File: config.mk
export PLATFORM = sky130hd
export DESIGN_NAME = universal_shift_reg
export DESIGN_NICKNAME = d
export VERILOG_FILES = /design/src/rtl/universal_shift_pkg.sv /design/src/rtl/shift_burst_ctrl.sv /design/src/rtl/universal_shift_reg.sv
export SDC_FILE = /design/constraint.sdc
export NUM_CORES = 1
export LEC_CHECK = 0
export BUFFER_PORTS_ARGS = -buffer_cell sky130_fd_sc_hd__buf_2
export CAP_MARGIN = 20
export CORE_MARGIN = 2
export CORE_UTILIZATION = 55
export DETAILED_ROUTE_END_ITERATION = 8
export HOLD_SLACK_MARGIN = 0.02
export PLACE_DENSITY = 0.84
export SYNTH_ARGS = -nofsm -noshare
export SYNTH_HDL_FRONTEND = slang
export SYNTH_SLANG_ARGS = --single-unit
File: constraint.sdc
create_clock -name clk_i -period 3.3 [get_ports clk_i]
set_clock_uncertainty 0.2 [all_clocks]
set_input_delay 0.825 -clock clk_i [delete_from_list [all_inputs] [get_ports clk_i]]
set_output_delay 0.825 -clock clk_i [all_outputs]
set_load 0.03 [all_outputs]
File: src/rtl/universal_shift_pkg.sv
// rtl/universal_shift_pkg.sv - shared mode constants and burst FSM state type
//
// Purpose: operation encodings for the universal shift register, the burst
// controller state enum, and a helper that tells which modes may run as a burst.
package universal_shift_pkg;

  localparam logic [2:0] MODE_HOLD = 3'b000;
  localparam logic [2:0] MODE_SHL  = 3'b001;
  localparam logic [2:0] MODE_SHR  = 3'b010;
  localparam logic [2:0] MODE_LOAD = 3'b011;
  localparam logic [2:0] MODE_ROL  = 3'b100;
  localparam logic [2:0] MODE_ROR  = 3'b101;
  localparam logic [2:0] MODE_CLR  = 3'b110;
  localparam logic [2:0] MODE_RSVD = 3'b111;

  typedef enum logic [1:0] {
    ST_IDLE  = 2'd0,
    ST_SHIFT = 2'd1,
    ST_DONE  = 2'd2
  } state_e;

  // Only the four bit-moving operations make sense repeated autonomously.
  function automatic logic is_burst_mode(input logic [2:0] m);
    return (m == MODE_SHL) || (m == MODE_SHR) || (m == MODE_ROL) || (m == MODE_ROR);
  endfunction

endpackage

File: src/rtl/shift_burst_ctrl.sv
// rtl/shift_burst_ctrl.sv - burst sequencer that selects the effective shift operation
//
// Purpose: owns the IDLE/SHIFT/DONE FSM, the captured burst mode and the step
// down-counter, and tells the datapath which operation to apply on each edge.
// Ports:
//   clk_i, rst_i     clock, async active-high reset
//   en_i             clock enable for direct operations and burst steps
//   mode_i           requested operation
//   start_i,count_i  burst request and number of steps
//   op_o             operation the register applies this edge (HOLD when idle/stalled)
//   busy_o, done_o   burst in progress / one-cycle completion pulse
module shift_burst_ctrl
  import universal_shift_pkg::*;
#(
  parameter int CW = 4
) (
  input  logic          clk_i,
  input  logic          rst_i,
  input  logic          en_i,
  input  logic [2:0]    mode_i,
  input  logic          start_i,
  input  logic [CW-1:0] count_i,
  output logic [2:0]    op_o,
  output logic          busy_o,
  output logic          done_o
);

  state_e        state_q, state_d;
  logic [2:0]    mode_q,  mode_d;
  logic [CW-1:0] cnt_q,   cnt_d;
  logic          launch;

  // A burst is only launched from IDLE; the launch edge itself leaves pout untouched.
  assign launch = (state_q == ST_IDLE) && en_i && start_i &&
                  (count_i != '0) && is_burst_mode(mode_i);

  always_ff @(posedge clk_i or posedge rst_i) begin
    if (rst_i) begin
      state_q <= ST_IDLE;
      mode_q  <= MODE_HOLD;
      cnt_q   <= '0;
    end else begin
      state_q <= state_d;
      mode_q  <= mode_d;
      cnt_q   <= cnt_d;
    end
  end

  always_comb begin
    state_d = state_q;
    mode_d  = mode_q;
    cnt_d   = cnt_q;
    case (state_q)
      ST_IDLE: begin
        if (launch) begin
          state_d = ST_SHIFT;
          mode_d  = mode_i;
          cnt_d   = count_i;
        end
      end
      ST_SHIFT: begin
        if (en_i) begin
          cnt_d = cnt_q - CW'(1);
          if (cnt_q == CW'(1)) state_d = ST_DONE;
        end
      end
      ST_DONE: state_d = ST_IDLE;
      default: state_d = ST_IDLE;
    endcase
  end

  always_comb begin
    op_o   = MODE_HOLD;
    busy_o = 1'b0;
    done_o = 1'b0;
    case (state_q)
      ST_IDLE: begin
        if (en_i && !launch) op_o = mode_i;
      end
      ST_SHIFT: begin
        busy_o = 1'b1;
        if (en_i) op_o = mode_q;
      end
      ST_DONE: done_o = 1'b1;
      default: op_o = MODE_HOLD;
    endcase
  end

endmodule

File: src/rtl/universal_shift_reg.sv
// rtl/universal_shift_reg.sv - parametrised universal shift register with burst mode
//
// Purpose: WIDTH-bit register supporting hold, shift left/right, rotate
// left/right, parallel load and clear, plus autonomous multi-step bursts.
// Ports:
//   clk_i, rst_i         clock, async active-high reset
//   en_i                 clock enable
//   mode_i               operation select
//   pin_i                parallel load data
//   sin_l_i, sin_r_i     serial inputs for shift-left / shift-right
//   start_i, count_i     burst request and step count
//   pout_o               register contents
//   sout_l_o, sout_r_o   MSB / LSB of the register
//   busy_o, done_o       burst status
module universal_shift_reg
  import universal_shift_pkg::*;
#(
  parameter  int WIDTH = 8,
  localparam int CW    = $clog2(WIDTH + 1)
) (
  input  logic             clk_i,
  input  logic             rst_i,
  input  logic             en_i,
  input  logic [2:0]       mode_i,
  input  logic [WIDTH-1:0] pin_i,
  input  logic             sin_l_i,
  input  logic             sin_r_i,
  input  logic             start_i,
  input  logic [CW-1:0]    count_i,
  output logic [WIDTH-1:0] pout_o,
  output logic             sout_l_o,
  output logic             sout_r_o,
  output logic             busy_o,
  output logic             done_o
);

  logic [WIDTH-1:0] pout_q, pout_d;
  logic [2:0]       op;

  shift_burst_ctrl #(.CW(CW)) u_ctrl (
    .clk_i   (clk_i),
    .rst_i   (rst_i),
    .en_i    (en_i),
    .mode_i  (mode_i),
    .start_i (start_i),
    .count_i (count_i),
    .op_o    (op),
    .busy_o  (busy_o),
    .done_o  (done_o)
  );

  always_comb begin
    pout_d = pout_q;
    case (op)
      MODE_SHL:  pout_d = {pout_q[WIDTH-2:0], sin_l_i};
      MODE_SHR:  pout_d = {sin_r_i, pout_q[WIDTH-1:1]};
      MODE_LOAD: pout_d = pin_i;
      MODE_ROL:  pout_d = {pout_q[WIDTH-2:0], pout_q[WIDTH-1]};
      MODE_ROR:  pout_d = {pout_q[0], pout_q[WIDTH-1:1]};
      MODE_CLR:  pout_d = '0;
      default:   pout_d = pout_q;
    endcase
  end

  always_ff @(posedge clk_i or posedge rst_i) begin
    if (rst_i) pout_q <= '0;
    else       pout_q <= pout_d;
  end

  assign pout_o   = pout_q;
  assign sout_l_o = pout_q[WIDTH-1];
  assign sout_r_o = pout_q[0];

endmodule

# Word-level counts from Yosys, hierarchy flattened
# Cells that the tools add are included.
[totals]
regBits = 17
elab_cells = 50
[op_classes]
addsub = 1
n_reduce_logical = 16
n_eq_ne = 16
n_mux = 13
[ops]
columns = ["op", "count"]
rows = [
  ["8-bit case mux with 6 select lines", 1],
  ["3-bit equality test, second input constant", 5],
  ["3-bit by 2-bit equality test with 1-bit output, second input constant", 3],
  ["4-bit two-way mux", 2],
  ["4-bit case mux with 2 select lines", 1],
  ["3-bit by 1-bit equality test with 1-bit output, second input constant", 2],
  ["2-bit two-way mux", 3],
  ["3-bit two-way mux", 2],
  ["3-bit case mux with 2 select lines", 1],
  ["3-bit AND reduction", 2],
  ["6-bit nonzero test", 1],
  ["1-bit logical AND", 5],
  ["4-bit by 1-bit equality test with 1-bit output, second input constant", 1],
  ["2-bit by 1-bit != test with 1-bit output, second input constant", 2],
  ["2-bit case mux with 2 select lines", 1],
  ["4-bit nonzero test", 1],
  ["4-bit by 1-bit subtractor with 4-bit output, second input constant", 1],
  ["1-bit logical OR", 3],
  ["2-bit by 1-bit equality test with 1-bit output, second input constant", 1],
  ["2-bit equality test, second input constant", 1],
  ["2-bit logical NOT", 1],
  ["1-bit two-way mux", 2],
  ["2-bit != test, second input constant", 1],
  ["2-bit AND reduction", 1],
  ["2 further kinds", 2],
]

# Depth between registers and ports, before layout
[logic_depth]
depth_word = 11
mapped_depth = 8
depth_no_buf = 6

# Cells and area by module
# From an unflattened synthesis, not the netlist that was laid out.
[unflattened]
cells_unflattened = 143
area_unflattened_um2 = 1293.7
[modules_own_cells]
columns = ["module", "n_inst", "cells_per_inst", "area_each_um2"]
rows = [
  ["universal_shift_reg", 1, 84, 724.4],
  ["shift_burst_ctrl", 1, 59, 569.3],
]

# Least setup slack after synthesis
# No wires, ideal clock.
[synth_path]
kind = "input -> register"
from = "input port count_i[1]"
to = "register pout_q[6] (netlist: pout_o[6])"
setup_time_ns = 0.133
path_buffers = 0
t_required_ns = 2.967
arrival_time_ns = 2.199
setup_slack_ns = 0.769
path_stages = 6
path_cell_list = "o41ai_4 > o211ai_2 > a211o_1 > o21a_4 > o22ai_1 > a221oi_1"
[synth_between]
elab_chain_cells = 9
elab_cells_between_ends = 15
classes_between = "6 x eq/ne; 3 x mux; 6 x reduce/logical"
[synth_rtl]
columns = ["element", "line_no", "source"]
rows = [
  ["from (decl)", "universal_shift_reg.sv:29", "input logic [CW-1:0] count_i,"],
  ["4-bit nonzero test (*)", "shift_burst_ctrl.sv:35", "(count_i != '0) && is_burst_mode(mode_i);"],
  ["1-bit logical AND (*)", "shift_burst_ctrl.sv:34", "assign launch = (state_q == ST_IDLE) && en_i && start_i &&"],
  ["1-bit logical AND (*)", "shift_burst_ctrl.sv:35", ""],
  ["1-bit logical NOT (*)", "shift_burst_ctrl.sv:78", "if (en_i && !launch) op_o = mode_i;"],
  ["1-bit logical AND (*)", "shift_burst_ctrl.sv:78", ""],
  ["3-bit two-way mux (*)", "shift_burst_ctrl.sv:78", ""],
  ["3-bit case mux with 2 select lines (*)", "shift_burst_ctrl.sv:76", "case (state_q)"],
  ["3-bit equality test (tied with other cells)", "universal_shift_reg.sv:54", "case (op)"],
  ["8-bit case mux with 6 select lines / 6-bit nonzero test (equally long branches)", "--", ""],
  ["to (signal assigned)", "universal_shift_reg.sv:67", "else pout_q <= pout_d;"],
  ["to (decl)", "universal_shift_reg.sv:37", "logic [WIDTH-1:0] pout_q, pout_d;"],
]
# Every way passes the cells marked *; elsewhere a longest branch is shown, timed or not.
# A chain may end at the register's enable or synchronous reset.

# Final worst setup path
[layout_path]
from = "input port count_i[1]"
to = "register pout_q[7] (netlist: pout_o[7])"
# Same word-level chain as after synthesis.

==> qor.csv <==
metric,value,unit
mux cell area share after synthesis,3.92,%
Clock Pin Slew Worst Setup and Hold Paths,0.10,ns
crit-path max FO,5,
r2r setup slk,0.99,ns
first-pass GRT wire length,4660,microns
Hold Fails Final Rpt,0,
post-synthesis cell area,1150,sq um
"EDFF count, synth",0,
clk root buf,clkbuf_4,
critical path cell sequence,buf_2 -> o41ai_4 -> o211ai_2 -> a22oi_1 -> o32ai_1 -> o32a_1,
routed vias/inst,6.20,
outcome,"finished, final reports clean",
largest net degree at the start of global routing,18,
FMAX,390,MHz
Syn. warnings,0,
slowest cell on the critical path,o41ai_4,
Area Growth Syn to Fin,15.7,%
max_cap viols,0,
DRT Pass-1 Iters,4,
Setup-failing EPs final,0,
initial core utilization,58.5,%
Post-Synth Simple-Gate Area,14.9,%
most frequent cells in the layout,"buf_2 (32), dfrtp_1 (17), o21ai_0 (15), inv_1 (12), nand2_1 (10)",
GP Congestion,0.850,
R2R cell count,5,
adder-cell share of the synthesized area,2.18,%
Vias,1129,
placed instance count,178,
worst-margin pin slew,0.658,ns
Final Slew Violations,0,
# nets final,179,
Seq pwr share,33.3,%
total CTS buffers,3,
critical path endpoint category,register,
post-route cell area,1330,sq um
Worst path top cell family by delay,compound AO/OA/AOI/OAI gates,
DRC,0,
Setup WS pre-CTS,0.424,ns
register area share after synthesis,37.0,%
GRT Util Overall,24.2,%
Die Area,2470,sq um
per-cell routed wire length,15.4,microns
hold path endpoint,u_ctrl.mode_q[0]$_DFFE_PP0P_,
Leak Pwr,0.616,nW
GRT overflow,0,
unrepaired setup endpoints after global routing,false,
Horiz. Die Dim,49.7,microns
CP peak stage delay,0.48,ns
"wirelength, routed",2810,microns
Critical Path Source Type,primary input,
Synth Area in Compound Gates,33.8,%
"non-filler cells, final",182,
Cells after Synth,123,
internal power,0.594,mW
Final ANT Viol Nets,0,
crit path time final,2.56,ns
min-delay worst type,reg -> reg,
Synth Area in XOR/XNOR,0.763,%
critical path depth,6,
Hold Crit Depth,1,
worst skew pair latency,0.31,ns
Core Area,1960,sq um
"Avg Cell Area, Syn",9.34,sq um
number of global-route vias before repair,1049,
clock share of power,10.4,%
worst-case clock buffer depth,2,
main combinational cell family by area after synthesis,compound AO/OA/AOI/OAI gates,
register bit total from synthesis,17,
number of antenna violations at the first check in global routing,0,
clock sinks,17,
Die Ht,49.7,microns
Power per Cell Area,870,nW/um^2
diodes inserted,0,
r2r endpoint,pout_o[7]$_DFFE_PP0P_,
Crit path required time,3.29,ns
H-tree depth,1,
Rows,16,
ys async rst share,100,%
Hold Buf Count CTS,0,
# IOs,33,
switching power share of the total,48.6,%
peak supply drop,0.530,mV
combinational group share of total power,56.2,%
reg-to-reg startpoint,u_ctrl.state_q[1]$_DFFE_PP0P_,
post-synthesis cell type count,41,
Port Buffer Count,32,
Crit Path Category,in -> reg,
# resized after CTS,0,
share of layout cells above drive strength 1,30.3,%
placed inst area,1300,sq um
Post-synth top flop,dfrtp_1,
period utilization,77.7,%
Post-CTS Repair Setup Buffers,0,
"most common cell after layout, fill and taps aside",buf_2,
slew margin rel.,56.1,%
Setup WS post-layout,0.737,ns
Hold Startpoint,u_ctrl.mode_q[0]$_DFFE_PP0P_,
drt first-iter violations,27,
NetSw,0.562,mW
setup TNS,0,ns
CTS tree,built,
Hold WS,0.325,ns
syn nets,146,
Post-DP HPWL,2180,microns
CP bufs+invs,1,
CP Data Arrival Time,2.56,ns
synth_stat cells (2+ instances only):
| cell type | n | area [sq um] |
|---|---|---|
| a21oi_1 | 7 | 35.0 |
| a221oi_1 | 8 | 70.1 |
| and2_1 | 2 | 12.5 |
| buf_4 | 2 | 15.0 |
| dfrtp_1 | 17 | 425 |
| ha_1 | 2 | 25.0 |
| inv_1 | 12 | 45.0 |
| mux2_2 | 2 | 22.5 |
| nand2_1 | 10 | 37.5 |
| nand3_1 | 2 | 10.0 |
| nor2_1 | 8 | 30.0 |
| nor3_1 | 2 | 10.0 |
| o211ai_2 | 2 | 25.0 |
| o21ai_0 | 15 | 75.1 |
| o22ai_1 | 6 | 37.5 |
sequential cells by signal (all words and copies together) (netlist names):
signal          flops
u_ctrl.cnt_q        4
u_ctrl.mode_q       3
u_ctrl.state_q      2
pout_o              8
final cells by class:
type	count	area, sq um
fill	175	633
tap	27	33.8
timing repair buffer	32	160
sequential	17	425
inverter	12	45.0
clock buffer	4	26.3
multi-input combinational	90	638
per-layer routing:
layer	GRT usage [%]	wire length [microns]	up-vias	part of all wire (%)
met5	0	0	-	0
met3	3.94	182	4	6.5
li1	-	-	532	-
met4	7.41	45	0	1.6
met2	44.7	1460	45	52
met1	28.4	1120	548	40
cell families (layout without fill, tap and decap cells):
| group | Yosys count | after routing |
|---|---|---|
| flops | 17 | 17 |
| simple gates | 32 | 32 |
| compound gates | 52 | 52 |
| buf+inv | 16 | 48 |
| fa+ha+maj | 2 | 2 |
| xor+xnor | 1 | 1 |
| mux | 3 | 3 |
worst max path at each step:
| stage | start | end | slack (ns) |
|---|---|---|---|
| floorplan | count_i[1] | pout_o[6]$_DFFE_PP0P_ | 0.77 |
| global placement | count_i[1] | pout_o[4]$_DFFE_PP0P_ | 0.52 |
| detailed placement | count_i[1] | pout_o[6]$_DFFE_PP0P_ | 0.42 |
| CTS | count_i[1] | pout_o[6]$_DFFE_PP0P_ | 0.76 |
| global route | count_i[1] | pout_o[6]$_DFFE_PP0P_ | 0.61 |
| finish | count_i[1] | pout_o[7]$_DFFE_PP0P_ | 0.74 |
power by group through the flow:
stage | Sequential, mW | Clock, mW | Combinational, mW
after floorplan | 0.449 | 0 | 0.435
after global placement | 0.379 | 0 | 0.618
after detailed placement | 0.387 | 0 | 0.650
after CTS | 0.382 | 0.122 | 0.651
after global routing | 0.398 | 0.130 | 0.715
final | 0.385 | 0.121 | 0.650
metrics by stage:
stage | power [mW] | util [%]
2_1_floorplan | 0.884 | -
3_3_place_gp | 0.997 | 66.4
3_5_place_dp | 1.04 | 66.4
4_1_cts | 1.16 | 67.7
5_1_grt | 1.24 | 67.7
6_report | 1.16 | 67.7
No activity file was read; power rests on OpenSTA's default activity.
